==> config.mk <==
export PLATFORM = sky130hd
export DESIGN_NAME = instr_mem_sync
export DESIGN_NICKNAME = d
export VERILOG_FILES = /design/src/rtl/instr_mem_sync_pkg.sv /design/src/rtl/instr_mem_sync_mem_array.sv /design/src/rtl/instr_mem_sync.sv
export SDC_FILE = /design/constraint.sdc
export NUM_CORES = 1
export LEC_CHECK = 0
export BUFFER_PORTS_ARGS = -buffer_cell sky130_fd_sc_hd__buf_2
export CORE_MARGIN = 2
export CORE_UTILIZATION = 53
export DETAILED_ROUTE_END_ITERATION = 10
export PLACE_DENSITY = 0.7
export SLEW_MARGIN = 5
export SYNTH_ARGS = -nofsm -noshare
export SYNTH_HDL_FRONTEND = slang
export SYNTH_HIERARCHICAL = 1
export SYNTH_SLANG_ARGS = --single-unit
export TNS_END_PERCENT = 5
==> constraint.sdc <==
create_clock -name clk -period 9.9 [get_ports clk]
set_input_delay 0.495 -clock clk [delete_from_list [all_inputs] [get_ports clk]]
set_output_delay 0.495 -clock clk [all_outputs]
set_load 0.02 [all_outputs]
==> src/rtl/instr_mem_sync_pkg.sv <==
// ============================================================================
// Module   : instr_mem_sync_pkg
// Brief    : Shared widths, NOP fill encoding and FSM state type for the
//            writable synchronous instruction memory.
// Revision : 1.0
// ============================================================================
`default_nettype none

package instr_mem_sync_pkg;

  localparam int          ADDR_W_DEF = 4;
  localparam int          DATA_W_DEF = 32;
  // ARM "MOV R0,R0", used as the architectural NOP
  localparam logic [31:0] NOP_WORD   = 32'hE1A00000;

  typedef enum logic [0:0] {
    ST_INIT  = 1'b0,
    ST_READY = 1'b1
  } state_t;

endpackage : instr_mem_sync_pkg

`default_nettype wire

==> src/rtl/instr_mem_sync_mem_array.sv <==
// ============================================================================
// Module   : mem_array_1w1r
// Brief    : DEPTH x DATA_W storage, one write port, one registered read
//            port with write-first bypass on an address collision.
// Revision : 1.0
// ============================================================================
`default_nettype none

module mem_array_1w1r #(
  parameter int ADDR_W = 4,
  parameter int DATA_W = 32
) (
  input  logic              clk,
  input  logic              we,
  input  logic [ADDR_W-1:0] waddr,
  input  logic [DATA_W-1:0] wdata,
  input  logic              re,
  input  logic [ADDR_W-1:0] raddr,
  output logic [DATA_W-1:0] rdata
);

  localparam int DEPTH = 1 << ADDR_W;

  logic [DATA_W-1:0] mem [DEPTH];
  logic              collide;

  assign collide = we && (waddr == raddr);

  always_ff @(posedge clk) begin
    if (we) begin
      mem[waddr] <= wdata;
    end
  end

  // rdata only moves when a read is issued, so it doubles as the hold register
  always_ff @(posedge clk) begin
    if (re) begin
      rdata <= collide ? wdata : mem[raddr];
    end
  end

endmodule : mem_array_1w1r

`default_nettype wire

==> src/rtl/instr_mem_sync.sv <==
// ============================================================================
// Module   : instr_mem_sync
// Brief    : Writable instruction memory: power-up NOP fill, program-load
//            port and 1-cycle fetch port with stall/flush control.
// Revision : 1.0
// ============================================================================
`default_nettype none

module instr_mem_sync
  import instr_mem_sync_pkg::*;
#(
  parameter int          ADDR_W    = ADDR_W_DEF,
  parameter int          DATA_W    = DATA_W_DEF,
  parameter logic [31:0] FILL_WORD = NOP_WORD
) (
  input  logic              clk,
  input  logic              rst_n,
  input  logic [ADDR_W-1:0] PC_out,
  input  logic              fetch_req,
  input  logic              stall,
  input  logic              flush,
  input  logic              load_en,
  input  logic [ADDR_W-1:0] load_addr,
  input  logic [DATA_W-1:0] load_data,
  output logic [DATA_W-1:0] IR_out,
  output logic              ir_valid,
  output logic              ready
);

  localparam logic [DATA_W-1:0] FILL_D    = DATA_W'(FILL_WORD);
  localparam logic [ADDR_W-1:0] LAST_ADDR = '1;

  state_t            state;
  state_t            state_nxt;
  logic [ADDR_W-1:0] cnt;
  logic              fill_last;

  logic              mem_we;
  logic [ADDR_W-1:0] mem_waddr;
  logic [DATA_W-1:0] mem_wdata;
  logic              mem_re;
  logic [DATA_W-1:0] mem_rdata;

  // When set, IR_out presents the NOP instead of the last read word
  logic              show_fill;

  // ---------------------------------------------------------------- FSM
  always_ff @(posedge clk) begin
    if (!rst_n) begin
      state <= ST_INIT;
    end else begin
      state <= state_nxt;
    end
  end

  assign fill_last = (cnt == LAST_ADDR);

  always_comb begin
    state_nxt = state;
    case (state)
      ST_INIT:  if (fill_last) state_nxt = ST_READY;
      ST_READY: state_nxt = ST_READY;
      default:  state_nxt = ST_INIT;
    endcase
  end

  assign ready = (state == ST_READY);

  // ------------------------------------------------------- fill counter
  always_ff @(posedge clk) begin
    if (!rst_n) begin
      cnt <= '0;
    end else if (state == ST_INIT) begin
      cnt <= cnt + 1'b1;
    end
  end

  // ------------------------------------------------ write / read ports
  always_comb begin
    mem_we    = 1'b0;
    mem_waddr = load_addr;
    mem_wdata = load_data;
    mem_re    = 1'b0;
    if (rst_n) begin
      if (state == ST_INIT) begin
        mem_we    = 1'b1;
        mem_waddr = cnt;
        mem_wdata = FILL_D;
      end else begin
        mem_we = load_en;
        mem_re = fetch_req && !stall && !flush;
      end
    end
  end

  mem_array_1w1r #(
    .ADDR_W (ADDR_W),
    .DATA_W (DATA_W)
  ) u_mem (
    .clk   (clk),
    .we    (mem_we),
    .waddr (mem_waddr),
    .wdata (mem_wdata),
    .re    (mem_re),
    .raddr (PC_out),
    .rdata (mem_rdata)
  );

  // ------------------------------------------- output register priority
  always_ff @(posedge clk) begin
    if (!rst_n) begin
      ir_valid  <= 1'b0;
      show_fill <= 1'b1;
    end else if (state == ST_READY) begin
      if (flush) begin
        ir_valid  <= 1'b0;
        show_fill <= 1'b1;
      end else if (stall) begin
        ir_valid  <= ir_valid;
        show_fill <= show_fill;
      end else if (fetch_req) begin
        ir_valid  <= 1'b1;
        show_fill <= 1'b0;
      end else begin
        ir_valid  <= 1'b0;
      end
    end
  end

  assign IR_out = show_fill ? FILL_D : mem_rdata;

endmodule : instr_mem_sync

`default_nettype wire

==> qor.yml, run 1 <==
critical_path:
  crit_path_top_delay_cell: "nor4_4"
  reg2reg_depth: 7
  crit_chain: "nand2b_4 > mux2_4 > xnor2_1 > nand2_1 > nor4_4 > buf_4 > mux2_2"
  reg2reg_to: "u_mem/rdata[15]"
  critPathCaptureType: "flip-flop"
  path_max_fanout: 36
  critPathTopFamily: "simple AND/OR/NAND/NOR gates"
  worstPathArrival_ps: 4260
  worstPathRequired_ps: 10230
  start_kind: "flip-flop"
  cpPeakStageDelay_ps: 830
  path_class: "reg2reg"
  worst-path-stages: 7
  reg2reg_slack_ps: 5970
  r2r-start: "ready"
  critPathBufInv: 1
sta:
  grt_setup_unrepaired: "no"
  fmax_ghz: 0.2544
  fin_setup_tns_ps: 0
  slew_headroom_pct: 26.02
  worst_pin_slew_ps: 1110
  drv_slew: 0
  final.period_utilization_pct: 39.70
  hold_viol_final: 0
  setup_viol: 0
  finalCriticalPeriod_ps: 3931
  clock_skew_ps: 17.23
global_route:
  grtUsageMet1_pct: 31.65
  grtUsageTotal_pct: 22.94
  grt_start_max_net_pins: 61
  grt_pass1_vias: 10500
  grtUsageMet3_pct: 3.898
  met2_usage_pct: 38.32
  grt_pass1_wl_um: 68680
  overflow: 0
  top_usage_layer: "met2"
  antenna_found_initial: 0
die:
  rows: 73
  fp.dieH_um: 205.0
  die_width_um: 205.0
  start_util_pct: 53.79
  die_area_um2: 42040
  coreArea_um2: 39820
  top_level_ports: 80
clocking:
  cts_buffers: 53
  cts_buffer_depth: 3
  clkSlewWorstSetupHoldPaths_ps: 60
  cts.sinks: 551
  cts_root_buf: "clkbuf_16"
  post_cts_buffers: 0
  cts_hold_buf: 0
  post_cts_resize_count: 0
  clk_latency_ps: 590
  htreeDepth: 2
  cts_tree: "yes"
placement:
  place.detailed.hpwl_um: 22730
  port-buffer-count: 79
  place_area_um2: 22540
  dp_cells: 1560
  gp_congestion: 0.7170
layout:
  fin_area_um2: 24250
  final_cell_mix: "edfxtp_1 (544), mux4_2 (129), buf_2 (77), a22oi_1 (62), clkbuf_16 (55)"
  areaGrowthSynthToFinish_pct: 13.19
  nets: 1137
  fin_cells: 1658
  mostFrequentLayoutCell: "edfxtp_1"
  num_antenna_cells: 0
  fillers: 2849
  final_layout_size_suffix_gt1_share_pct: 33.45
synth:
  synth-edff-count: 544
  netlist_instances: 987
  synth_cell_types: 34
  synth_top_flop_cell: "edfxtp_1"
  syn-num-nets: 1034
  yosys_register_bits: 551
  synth-seq-area-share_pct: 76.92
  ys_warn_count: 6
  synth_area_um2: 21420
  synth.area.top_cells: "edfxtp_1 (76%), mux4_2 (14%), a22oi_1 (2.2%)"
  synth_top_area_share_pct: 76.26
  async_flop_share_pct: 0
  postSynthAreaPerCell_um2: 21.70
  synth_top_cell_by_area: "edfxtp_1"
hold_path:
  holdPathEnd: "show_fill"
  hold_depth: 3
  hold_class: "in2reg"
  hold_start: "flush"
power:
  ir_worst_vdd_mv: 0.1441
  power_density_nw_per_um2: 199.8
  p_leak_nw: 7.836
  power_mw: 4.843
detailed_routing:
  vias: 10250
  route.detailed.drc: 0
  drt_wl_total_um: 46330
  ant_nets: 0
  drtIter0Drc: 872
  avgViaCountPerCell: 6.183
  dr.pass1.iters: 5
  wl_per_cell_um: 27.94
outcome:
  status: "finished, final reports clean"
job:
  maxCapViolations: 0
cell usage after synthesis, types with 2 or more instances:
master	instances
xnor2_1	4
and2_1	29
or2_2	6
nor3_1	4
buf_1	4
mux2_2	32
nor2_1	13
nand2b_1	9
buf_2	17
nor2b_1	31
xor2_1	3
dfxtp_1	7
nand3b_1	3
nand2_1	36
clkbuf_1	29
buf_6	6
a22oi_1	62
edfxtp_1	544
nand3_1	2
mux2_4	4
mux4_2	129
flip-flops by register name, indices dropped and copies added, names as in the netlist:
register     cells
show_fill        1
ir_valid         1
cnt              4
u_mem/mem      512
ready            1
u_mem/rdata     32
report_power, final:
part | switching, mW | internal, mW | leakage [nW]
registers | 0.00883 | 2.61 | 5.01
logic | 0.153 | 0.102 | 1.98
clock network | 0.831 | 1.14 | 0.843
total | 0.992 | 3.85 | 7.84
metrics by stage:
stage	hold WS, ps	util (%)	setup WS [ps]
2_1_floorplan	522.6	-	5537
3_3_place_gp	558.4	56.61	5846
3_5_place_dp	557.2	56.61	5827
4_1_cts	165.7	60.88	5981
5_1_grt	182.0	60.88	5796
6_report	183.9	60.88	5969
worst register-to-register path, stage by stage (launching register included):
cell and delay [ps]:
dfxtp_1 540, nand2b_4 600, mux2_4 420, xnor2_1 170
nand2_1 120, nor4_4 830, buf_4 590, mux2_2 410
final cells by class:
class	count	area (µm²)	share of cell area [%]
flip-flops and latches	551	16480	67.96
clock buffers	61	1399	5.769
multi-input cells	379	4812	19.85
well taps	525	656.9	2.709
clock inverters	37	302.8	1.249
inverters	1	3.754	0.01548
repair buffers	104	594.3	2.451
worst max-delay path by stage:
stage / from / to / slack, ps
floorplan: ready / u_mem/mem[0][0] / 5540
CTS: ready / u_mem/rdata[24] / 5980
detailed placement: PC_out[0] / u_mem/rdata[19] / 5830
finish: ready / u_mem/rdata[15] / 5970
global route: ready / u_mem/mem[0][5] / 5800
global placement: PC_out[0] / u_mem/rdata[14] / 5850
kinds of logic (layout without fill, tap and decap cells):
kind of cell | after synthesis | after routing | share of synthesized area [%]
buf+inv | 57 | 203 | 1.308
fa+ha+maj | 1 | 1 | 0.05840
compound gates | 66 | 66 | 2.296
xor+xnor | 7 | 7 | 0.2862
mux | 166 | 166 | 15.57
simple gates | 139 | 139 | 3.563
flops | 551 | 551 | 76.92
layer usage:
| layer | share of wire, % | wire length, µm |
|---|---|---|
| met2 | 51 | 23690 |
| met5 | 0 | 0 |
| met1 | 40 | 18680 |
| met3 | 6.3 | 2899 |
| met4 | 2.3 | 1059 |
No activity file was read; power rests on OpenSTA's default activity.
==> run 2, diff against run 1 <==
==> constraint.sdc (replaced) <==
create_clock -name clk -period 3.85 [get_ports clk]
set_input_delay 0.1925 -clock clk [delete_from_list [all_inputs] [get_ports clk]]
set_output_delay 0.1925 -clock clk [all_outputs]
set_load 0.02 [all_outputs]
==> qor.yml, run 2 (same netlist as run 1, synthesis figures left out) <==
detailed_routing:
  route.detailed.drc: 0  # unchanged
  met3WireLength_um: 2691  # -7.2%
  vias: 10270  # +0.22%
  top_layer: "met4"
  dr.pass1.iters: 5  # unchanged
  wl_per_cell_um: 27.52  # -1.5%
  drt_wl_total_um: 46180  # -0.32%
  dr_wl_met2_um: 23780  # +0.38%
  drtIter0Drc: 886  # +1.6%
  avgViaCountPerCell: 6.123  # -0.97%
  ant_nets: 0  # unchanged
  wl_met1_um: 18590  # -0.44%
sta:
  worst_pin_slew_ps: 1077  # -33.04 ps
  final.period_utilization_pct: 83.55  # +44 points
  drv_slew: 0  # unchanged
  hold_ws_ps: 122.2  # -61.69 ps
  slew_headroom_pct: 28.07  # +2.1 points
  setup_viol: 0  # unchanged
  fin_ws_ps: 633.5  # -5336 ps
  grt_setup_unrepaired: "no"
  clock_skew_ps: 31.64  # +14.41 ps
  finalCriticalPeriod_ps: 3216  # -714.1 ps
  fmax_ghz: 0.3109  # +22%
  hold_viol_final: 0  # unchanged
die:
  top_level_ports: 80  # unchanged
  start_util_pct: 53.79  # unchanged
  die_area_um2: 42040  # unchanged
  rows: 73  # unchanged
  fp.dieH_um: 205.0  # unchanged
  die_width_um: 205.0  # unchanged
  coreArea_um2: 39820  # unchanged
layout:
  fillers: 2814  # -1.2%
  largest_registers: "u_mem/mem (512), u_mem/rdata (32), cnt (4)"
  num_antenna_cells: 0  # unchanged
  fin_cells: 1678  # +1.2%
  nets: 1155  # +1.6%
  largest_reg_flops: 512  # unchanged
  final_cell_mix: "edfxtp_1 (544), mux4_2 (129), buf_2 (77), a22oi_1 (62), clkbuf_16 (54)"
  areaGrowthSynthToFinish_pct: 13.83
  top_register: "u_mem/mem"
  final_layout_size_suffix_gt1_share_pct: 33.74  # +0.29 points
  mostFrequentLayoutCell: "edfxtp_1"
critical_path:
  worstPathRequired_ps: 4110  # -6120 ps
  start_kind: "flip-flop"
  critPathCaptureType: "flip-flop"
  path_max_fanout: 36  # unchanged
  worstPathArrival_ps: 3480  # -780 ps
  path_class: "reg2reg"
global_route:
  overflow: 0  # unchanged
  grt_start_max_net_pins: 37  # -39%
  grt_pass1_vias: 10560  # +0.64%
  grtUsageTotal_pct: 22.88  # -0.054 points
  antenna_found_initial: 0  # unchanged
  grt_pass1_wl_um: 68820  # +0.21%
placement:
  dp_cells: 1574  # +0.90%
  gp_congestion: 0.8248  # +15%
  place.detailed.hpwl_um: 27830  # +22%
  pre_cts_ws_ps: 686.0  # -5141 ps
  port-buffer-count: 79  # unchanged
clocking:
  htreeDepth: 2  # unchanged
  cts_tree: "yes"
  post_cts_buffers: 0  # unchanged
  post_cts_resize_count: 0  # unchanged
  clk_latency_ps: 610  # +20 ps
  cts_buffers: 53  # unchanged
  clkSlewWorstSetupHoldPaths_ps: 60  # about the same
  cts_hold_buf: 4  # +4
  cts_root_buf: "clkbuf_16"
  cts_buffer_depth: 3  # unchanged
  cts.sinks: 551  # unchanged
job:
  maxCapViolations: 0  # unchanged
power:
  ir_worst_vdd_mv: 0.3587  # +150%
  p_leak_nw: 7.911  # +0.95%
  power_density_nw_per_um2: 504.5  # +150%
outcome:
  status: "finished, final reports clean"
hold_path:
  hold_class: "in2reg"
## run 2: cell count changes in the layout (fill, tap and decap cells not counted), moves of 3 or more
| cell | delta |
|---|---|
| dlygate4sd3_1 | +4 |
| bufinv_16 | -3 |
| buf_12 | +4 |
| buf_4 | +10 |
| clkbuf_1 | +6 |
## run 2: path summary, 6_finish.rpt
path | end | slack, ps | cells past startpoint | start
hold reg to reg | cnt[1] | 610 | 2 | cnt[1]
setup / recovery | u_mem/mem[11][24] | 630 | 5 | ready
hold / removal | u_mem/mem[3][21] | 120 | 3 | load_data[21]
setup reg to reg | u_mem/mem[11][24] | 630 | 5 | ready
## run 2: critical path, stage by stage (launching register included)
cell and delay (ps):
dfxtp_1 560, nand2b_4 530, mux2_4 370, nand3b_1 390, nor2_4 620, buf_4 390
## run 2: layout make-up
type / instances / area, µm² / area share, %
Sequential cell: 551 / 16480 / 67.58
Multi-Input combinational cell: 379 / 4818 / 19.76
Clock buffer: 67 / 1410 / 5.783
Timing Repair Buffer: 122 / 789.5 / 3.238
Tap cell: 525 / 656.9 / 2.694
Clock inverter: 33 / 227.7 / 0.9339
Inverter: 1 / 3.754 / 0.01539
## run 2: through the flow
step	utilization (%)	power, mW	instance area, µm²	setup TNS (ps)
after global placement	57.02	7.553	22710	0
after global routing	61.23	12.65	24380	0
after floorplan	-	7.304	21430	-21880
final	61.23	12.30	24380	0
after detailed placement	57.02	7.572	22710	0
after CTS	61.23	12.39	24380	0
## run 2: routing by layer
| metal | up-vias | track usage, % |
|---|---|---|
| met5 | - | 0 |
| met4 | 0 | 7.194 |
| met3 | 60 | 3.150 |
| met2 | 392 | 38.65 |
| met1 | 5481 | 31.31 |
| li1 | 4341 | - |
## run 2: power breakdown
part | internal [mW] | switching [mW] | total (mW)
clock | 2.73 | 2.13 | 4.86
sequential | 6.71 | 0.0239 | 6.74
combinational | 0.276 | 0.426 | 0.702
